--- src/rtl/dmem_arb_pkg.sv ---
// Shared types and helpers for the data-memory arbiter.
// Used by dmem_arbiter, its interface and the bench.
package dmem_arb_pkg;

  typedef enum logic {
    ARB_IDLE,
    ARB_LOCKED
  } arb_state_t;

  localparam int DEF_ADDR_W = 8;
  localparam int DEF_DATA_W = 8;

  function automatic int next_ptr(
    input int idx,
    input int n
  );
    return (idx + 1) % n;
  endfunction

endpackage

--- src/rtl/dmem_arbiter_if.sv ---
// Requester/memory bundle of the data-memory arbiter.
// slave = arbiter view, master = requesters plus RAM.
interface dmem_arb_if
  import dmem_arb_pkg::*;
#(
  parameter int NUM_REQ = 3,
  parameter int ADDR_W  = DEF_ADDR_W,
  parameter int DATA_W  = DEF_DATA_W
);

  logic [NUM_REQ-1:0]        req_valid;
  logic [NUM_REQ-1:0]        req_we;
  logic [NUM_REQ-1:0]        req_lock;
  logic [NUM_REQ*ADDR_W-1:0] req_addr;
  logic [NUM_REQ*DATA_W-1:0] req_wdata;
  logic [NUM_REQ-1:0]        req_ready;
  logic [NUM_REQ-1:0]        rsp_valid;
  logic [DATA_W-1:0]         rsp_rdata;
  logic                      mem_en;
  logic                      mem_we;
  logic [ADDR_W-1:0]         mem_addr;
  logic [DATA_W-1:0]         mem_wdata;
  logic [DATA_W-1:0]         mem_rdata;
  logic                      lock_abort;

  modport slave (
    input  req_valid, req_we, req_lock,
    input  req_addr, req_wdata, mem_rdata,
    output req_ready, rsp_valid, rsp_rdata,
    output mem_en, mem_we, mem_addr,
    output mem_wdata, lock_abort
  );

  modport master (
    output req_valid, req_we, req_lock,
    output req_addr, req_wdata, mem_rdata,
    input  req_ready, rsp_valid, rsp_rdata,
    input  mem_en, mem_we, mem_addr,
    input  mem_wdata, lock_abort
  );

endinterface

--- src/rtl/dmem_arbiter_rr_pick.sv ---
// Rotating-priority picker: first request at or after
// ptr_i, wrapping; one-hot grant plus encoded index.
module rr_pick #(
  parameter int N  = 3,
  parameter int IW = 2
) (
  input  logic [N-1:0]  req_i,
  input  logic [IW-1:0] ptr_i,
  output logic [N-1:0]  gnt_o,
  output logic [IW-1:0] idx_o,
  output logic          any_o
);

  always_comb begin
    gnt_o = '0;
    idx_o = '0;
    any_o = 1'b0;
    // upper segment [ptr..N-1] first, then the wrap
    for (int j = 0; j < N; j++) begin
      if (!any_o && req_i[j] && j >= int'(ptr_i)) begin
        any_o    = 1'b1;
        gnt_o[j] = 1'b1;
        idx_o    = IW'(j);
      end
    end
    for (int j = 0; j < N; j++) begin
      if (!any_o && req_i[j] && j < int'(ptr_i)) begin
        any_o    = 1'b1;
        gnt_o[j] = 1'b1;
        idx_o    = IW'(j);
      end
    end
  end

endmodule

--- src/rtl/dmem_arbiter.sv ---
// Round-robin data-memory arbiter with bounded RMW lock.
// Define DMEM_ARB_CPU_PRIO_EN to give requester 0 priority.
module dmem_arbiter
  import dmem_arb_pkg::*;
#(
  parameter int NUM_REQ  = 3,
  parameter int ADDR_W   = DEF_ADDR_W,
  parameter int DATA_W   = DEF_DATA_W,
  parameter int MAX_LOCK = 8
) (
  input logic     clk,
  input logic     rst,
  dmem_arb_if.slave bus
);

  localparam int IW = (NUM_REQ > 1) ? $clog2(NUM_REQ) : 1;
  localparam int CW = $clog2(MAX_LOCK + 1);

  arb_state_t         state_q, state_d;
  logic [IW-1:0]      ptr_q, ptr_d;
  logic [IW-1:0]      owner_q, owner_d;
  logic [CW-1:0]      cnt_q, cnt_d;
  logic [NUM_REQ-1:0] rsp_q, rsp_d;
  logic [DATA_W-1:0]  hold_q, hold_d;
  logic               abort_q, abort_d;

  logic [NUM_REQ-1:0] rr_req, rr_gnt;
  logic [IW-1:0]      rr_idx, gnt_idx;
  logic               rr_any, gnt_any;
  logic               release_acc;
  logic [NUM_REQ-1:0] rsp_vld;

`ifdef DMEM_ARB_CPU_PRIO_EN
  assign rr_req = bus.req_valid & ~NUM_REQ'(1);
`else
  assign rr_req = bus.req_valid;
`endif

  rr_pick #(.N(NUM_REQ), .IW(IW)) u_pick (
    .req_i (rr_req),
    .ptr_i (ptr_q),
    .gnt_o (rr_gnt),
    .idx_o (rr_idx),
    .any_o (rr_any)
  );

  always_comb begin
    gnt_any = 1'b0;
    gnt_idx = '0;
    if (!rst) begin
      unique case (state_q)
        ARB_IDLE: begin
`ifdef DMEM_ARB_CPU_PRIO_EN
          if (bus.req_valid[0]) begin
            gnt_any = 1'b1;
          end else
`endif
          begin
            gnt_any = rr_any;
            gnt_idx = rr_idx;
          end
        end
        ARB_LOCKED: begin
          gnt_any = bus.req_valid[owner_q];
          gnt_idx = owner_q;
        end
        default: ;
      endcase
    end
  end

  assign bus.req_ready = gnt_any ?
    (NUM_REQ'(1) << gnt_idx) : '0;
  assign bus.mem_en    = gnt_any;
  assign bus.mem_we    = gnt_any & bus.req_we[gnt_idx];
  assign bus.mem_addr  = gnt_any ?
    bus.req_addr[int'(gnt_idx)*ADDR_W +: ADDR_W] : '0;
  assign bus.mem_wdata = gnt_any ?
    bus.req_wdata[int'(gnt_idx)*DATA_W +: DATA_W] : '0;

  // a response still in flight is hidden while reset is held
  assign rsp_vld        = rsp_q & {NUM_REQ{~rst}};
  assign bus.rsp_valid  = rsp_vld;
  assign bus.rsp_rdata  = (|rsp_vld) ? bus.mem_rdata : hold_q;
  assign bus.lock_abort = abort_q;

  assign release_acc = gnt_any && !bus.req_lock[owner_q];

  always_comb begin
    state_d = state_q;
    ptr_d   = ptr_q;
    owner_d = owner_q;
    cnt_d   = cnt_q;
    abort_d = 1'b0;
    rsp_d   = (gnt_any && !bus.mem_we) ? bus.req_ready : '0;
    hold_d  = (|rsp_vld) ? bus.mem_rdata : hold_q;
    unique case (state_q)
      ARB_IDLE: begin
        if (gnt_any) begin
`ifdef DMEM_ARB_CPU_PRIO_EN
          if (gnt_idx != '0)
`endif
          ptr_d = IW'(next_ptr(int'(gnt_idx), NUM_REQ));
          if (bus.req_lock[gnt_idx]) begin
            state_d = ARB_LOCKED;
            owner_d = gnt_idx;
            cnt_d   = CW'(1);
          end
        end
      end
      ARB_LOCKED: begin
        cnt_d = cnt_q + 1'b1;
        if (release_acc || int'(cnt_q) == MAX_LOCK) begin
          state_d = ARB_IDLE;
          ptr_d   = IW'(next_ptr(int'(owner_q), NUM_REQ));
          cnt_d   = '0;
          abort_d = !release_acc;
        end
      end
      default: state_d = ARB_IDLE;
    endcase
  end

  always_ff @(posedge clk) begin
    if (rst) begin
      state_q <= ARB_IDLE;
      ptr_q   <= '0;
      owner_q <= '0;
      cnt_q   <= '0;
      rsp_q   <= '0;
      hold_q  <= '0;
      abort_q <= 1'b0;
    end else begin
      state_q <= state_d;
      ptr_q   <= ptr_d;
      owner_q <= owner_d;
      cnt_q   <= cnt_d;
      rsp_q   <= rsp_d;
      hold_q  <= hold_d;
      abort_q <= abort_d;
    end
  end

endmodule
--- src/flat_wrapper.sv ---
// flat-port wrapper written by rule: the top's interface ports become plain ports
module dmem_arbiter_flat import dmem_arb_pkg::*;
#(
  parameter int NUM_REQ  = 3,
  parameter int ADDR_W   = DEF_ADDR_W,
  parameter int DATA_W   = DEF_DATA_W,
  parameter int MAX_LOCK = 8
)
  (clk, rst, bus_req_valid, bus_req_we, bus_req_lock, bus_req_addr, bus_req_wdata, bus_mem_rdata, bus_req_ready, bus_rsp_valid, bus_rsp_rdata, bus_mem_en, bus_mem_we, bus_mem_addr, bus_mem_wdata, bus_lock_abort);
  dmem_arb_if #(.NUM_REQ(NUM_REQ), .ADDR_W(ADDR_W), .DATA_W(DATA_W)) bus_i ();
  input logic clk;
  input logic rst;
  input wire logic [$bits(bus_i.req_valid)-1:0] bus_req_valid;
  input wire logic [$bits(bus_i.req_we)-1:0] bus_req_we;
  input wire logic [$bits(bus_i.req_lock)-1:0] bus_req_lock;
  input wire logic [$bits(bus_i.req_addr)-1:0] bus_req_addr;
  input wire logic [$bits(bus_i.req_wdata)-1:0] bus_req_wdata;
  input wire logic [$bits(bus_i.mem_rdata)-1:0] bus_mem_rdata;
  output wire logic [$bits(bus_i.req_ready)-1:0] bus_req_ready;
  output wire logic [$bits(bus_i.rsp_valid)-1:0] bus_rsp_valid;
  output wire logic [$bits(bus_i.rsp_rdata)-1:0] bus_rsp_rdata;
  output wire logic [$bits(bus_i.mem_en)-1:0] bus_mem_en;
  output wire logic [$bits(bus_i.mem_we)-1:0] bus_mem_we;
  output wire logic [$bits(bus_i.mem_addr)-1:0] bus_mem_addr;
  output wire logic [$bits(bus_i.mem_wdata)-1:0] bus_mem_wdata;
  output wire logic [$bits(bus_i.lock_abort)-1:0] bus_lock_abort;
  assign bus_i.req_valid = bus_req_valid;
  assign bus_i.req_we = bus_req_we;
  assign bus_i.req_lock = bus_req_lock;
  assign bus_i.req_addr = bus_req_addr;
  assign bus_i.req_wdata = bus_req_wdata;
  assign bus_i.mem_rdata = bus_mem_rdata;
  assign bus_req_ready = bus_i.req_ready;
  assign bus_rsp_valid = bus_i.rsp_valid;
  assign bus_rsp_rdata = bus_i.rsp_rdata;
  assign bus_mem_en = bus_i.mem_en;
  assign bus_mem_we = bus_i.mem_we;
  assign bus_mem_addr = bus_i.mem_addr;
  assign bus_mem_wdata = bus_i.mem_wdata;
  assign bus_lock_abort = bus_i.lock_abort;
  dmem_arbiter #(.NUM_REQ(NUM_REQ), .ADDR_W(ADDR_W), .DATA_W(DATA_W), .MAX_LOCK(MAX_LOCK)) u_core (.clk(clk), .rst(rst), .bus(bus_i));
endmodule
--- config.mk ---
export PLATFORM = sky130hd
export DESIGN_NAME = dmem_arbiter_flat
export DESIGN_NICKNAME = d
export VERILOG_FILES = /design/src/rtl/dmem_arb_pkg.sv /design/src/rtl/dmem_arbiter_if.sv /design/src/rtl/dmem_arbiter_rr_pick.sv /design/src/rtl/dmem_arbiter.sv /design/src/flat_wrapper.sv
export SDC_FILE = /design/constraint.sdc
export NUM_CORES = 1
export LEC_CHECK = 0
export CORE_ASPECT_RATIO = 1.75
export CORE_MARGIN = 10
export CORE_UTILIZATION = 39
export CTS_CLUSTER_SIZE = 25
export DETAILED_ROUTE_END_ITERATION = 16
export GPL_TIMING_DRIVEN = 0
export PLACE_DENSITY = 0.85
export SETUP_SLACK_MARGIN = 0.5
export SLEW_MARGIN = 15
export SYNTH_ARGS = -nofsm -noshare
export SYNTH_HDL_FRONTEND = slang
export SYNTH_SLANG_ARGS = --single-unit
--- constraint.sdc ---
create_clock -name clk -period 6.05 [get_ports clk]
set_clock_uncertainty 0.2 [all_clocks]
set_input_delay 1.21 -clock clk [delete_from_list [all_inputs] [get_ports clk]]
set_output_delay 1.21 -clock clk [all_outputs]
set_load 0.05 [all_outputs]
==> impl_metrics.toml <==
[outcome]
status = "complete, no violations"

[grt]
antenna_found_initial = 0
grt_pass1_vias = 1883
grt_max_degree = 14
grt-ovfl-total = 0
grt_usage = 0.1682
grt_pass1_wl_um = 9363

[worst_setup_path]
startpoint_type = "primary input"
worst_setup_path_end_kind = "output port"
criticalPathCategory = "primary input to output port"
required_ps = 4640
critical_path_arrival_ps = 3990
critPathMaxFanout = 7
cpLargestDelayFamily = "buffers and inverters"
cpPeakStageDelay_ps = 830
cp_slowest_cell = "clkdlybuf4s50_1"
path_buf_inv = 2
path_cells = "clkdlybuf4s50_1, a21oi_1, nor3_1, nor4_2, a22o_1, a22oi_1, nor2_1, clkdlybuf4s50_1"
cpMostUsedCell = "clkdlybuf4s50_1"

[clocking]
clock_latency_ps = 260
clkSinkCount = 21
cts.clk_slew.worst_paths_ps = 80
cts_buffers = 3
ctsLongestPathBuffers = 2
htree_levels = 1
cts_tree = "done"
ctsHoldBuffers = 0
cts_root_buf = "clkbuf_8"

[synth]
synth_flop_cell = "dfxtp_1"
ys_types = 49
avgSynthCellArea_um2 = 8.492
ys_seq_area_frac = 0.2705
synth_fp_nets = 253
synth_edf_count = 0
synth_area_um2 = 1554
netlist_instances = 183
async_flop_share = 0
synth-seq-cells = 21
yosys_warnings = 0

[timing]
rsz0062_at_grt = "no"
setup_viol = 0
max_slew.worst_pin.slew_ps = 771.2
max_slew_margin = 0.4726
hold_viol_final = 0
slew_violations = 0
max_freq_mhz = 185.3
post-route-min-period_ps = 5396
min_period_over_period = 0.8918
tns_ps = 0

[power]
switching_power_uw = 204.8
p_leak_nw = 1.228
switching_share = 0.4045
p_seq_frac = 0.300
p_int_uw = 301.5
p_clk_frac = 0.189
irDropWorstVdd_v = 0.0001239
p_per_area_nw_per_um2 = 189.6
p_comb_frac = 0.511

[route]
drc = 0
drt-vias-per-instance = 5.590
routed_wl_um = 5956
drt_first_pass_iters = 6
ant_nets = 0
wire_per_inst_um = 17.83
vias = 1867
drtIter0Drc = 93

[final_layout]
stdcell_area_um2 = 2670
seqCellArea_um2 = 420.4
fin_util = 0.6906
drive_above_1_share = 0.08042
areaGrowthSynthToFinish_pct = 71.82
fin_nets = 357
n_fill_cell = 326
multiInputGateArea_um2 = 1064
n_antenna_cell = 0

[floorplanning]
die_w_um = 67.72
ios = 100
row_count = 30
die_h_um = 103.5
coreArea_um2 = 3866
start_util = 0.4019
die-area_um2 = 7009

[placed_design]
numPortBuffers = 99
gp_congestion = 0.8334
hpwl_um = 5020
place_area_um2 = 2605

[min_path]
hp-class = "flop to flop"

[run]
cap_violations = 0
-- repair_timing --
| item | 4_1_cts | 5_1_grt |
|---|---|---|
| setup buffers | 0 | 0 |
| setup endpoints to repair | 15 | 7 |
| gates resized for setup | 11 | 7 |
-- cell families (layout without fill, tap and decap cells) --
logic type	after synthesis	count (layout)	synth area share
buffers and inverters	19	122	0.05233
DFF	21	21	0.2705
AOI/OAI and AO/OA	53	53	0.2939
adders and majority gates	3	3	0.02416
muxes	16	16	0.1119
and+or+nand+nor	71	71	0.2472
-- tightest hold or removal path, cell delays in order (launching register included) --
cell and delay, ps:
dfxtp_1 330, inv_1 50, o31ai_1 60
-- synth_stat cells (2+ instances only) --
cell	count	area (µm²)
dfxtp_1	21	420.4
nor2_1	15	56.30
and2_1	11	68.82
and3_1	11	68.82
a221o_1	9	90.09
a22oi_1	8	60.06
inv_1	8	30.03
mux2_1	8	90.09
nand2_1	8	30.03
nor3_1	7	35.03
a22o_1	5	43.79
buf_2	5	25.02
mux2i_1	5	50.05
clkbuf_1	4	15.01
nor2b_1	4	25.02
a21oi_1	3	15.01
ha_1	3	37.54
mux2_2	3	33.78
o21a_1	3	22.52
o21ai_0	3	15.01
o21ai_1	3	15.01
o31ai_1	3	22.52
nand2b_1	2	12.51
nand3_1	2	10.01
nand3b_1	2	15.01
nor2_2	2	12.51
nor4_1	2	12.51
or3_1	2	12.51
-- state kept, by name, summed over array words and instances, names as in the netlist --
register,cells
u_core.hold_q,8
u_core.cnt_q,4
u_core.rsp_q,3
u_core.owner_q,2
u_core.ptr_q,2
u_core.bus.lock_abort,1
u_core.state_q,1
-- per-stage QoR --
stage / cells / setup WS (ps) / hold slack, ps / power [mW]
2_1_floorplan: 183 / 1490 / 258.4 / 0.3131
3_3_place_gp: 330 / 381.0 / 282.1 / 0.4158
3_5_place_dp: 330 / 324.8 / 280.9 / 0.4190
4_1_cts: 334 / 506.0 / 296.5 / 0.5106
5_1_grt: 334 / 539.1 / 329.3 / 0.5305
6_report: 334 / 654.4 / 291.5 / 0.5063
-- worst paths after layout --
check                                     from                           end  slack (ps)  cells after the start
setup / recovery              bus_req_valid[0]               bus_mem_addr[6]         650                      8
hold / removal    u_core.cnt_q[3]$_SDFFE_PP0P_  u_core.cnt_q[3]$_SDFFE_PP0P_         290                      2
setup reg to reg     u_core.state_q$_SDFF_PP0_  u_core.cnt_q[2]$_SDFFE_PP0P_        3550                      7
hold reg to reg   u_core.cnt_q[3]$_SDFFE_PP0P_  u_core.cnt_q[3]$_SDFFE_PP0P_         290                      2
-- layout make-up --
type	count	share of cell area
buffer	10	0.01781
timing repair buffer	99	0.3730
sequential	21	0.1575
multi-input combinational	143	0.3983
tap	48	0.02249
inverter	9	0.01265
clock buffer	3	0.01546
clock inverter	1	0.002812
-- power groups by stage --
stage	logic, mW	clock network [mW]	registers (mW)
2_1_floorplan	0.160	0	0.153
3_3_place_gp	0.261	0	0.155
3_5_place_dp	0.264	0	0.155
4_1_cts	0.260	0.0981	0.152
5_1_grt	0.275	0.102	0.153
6_report	0.259	0.0956	0.152
-- per-layer routing --
layer	part of all wire	global-route usage	vias up
met4	0.026	0.04867	0
met2	0.56	0.3223	77
met1	0.34	0.1638	878
met3	0.067	0.03776	14
li1	-	-	898
met5	0	0	-
-- layout by cell type (no fill, tap or decap), drive strengths merged, types with 6 or more instances in the layout --
cell type,n
dlygate4sd2,10
and3,11
dfxtp,21
buf,6
nor3,7
a221o,9
a22oi,8
nand2,9
and2,11
inv,9
o21ai,6
dlymetal6s2s,7
clkbuf,7
mux2,11
clkdlybuf4s50,82
nor2,17
Power figures use the tool's default switching activity.
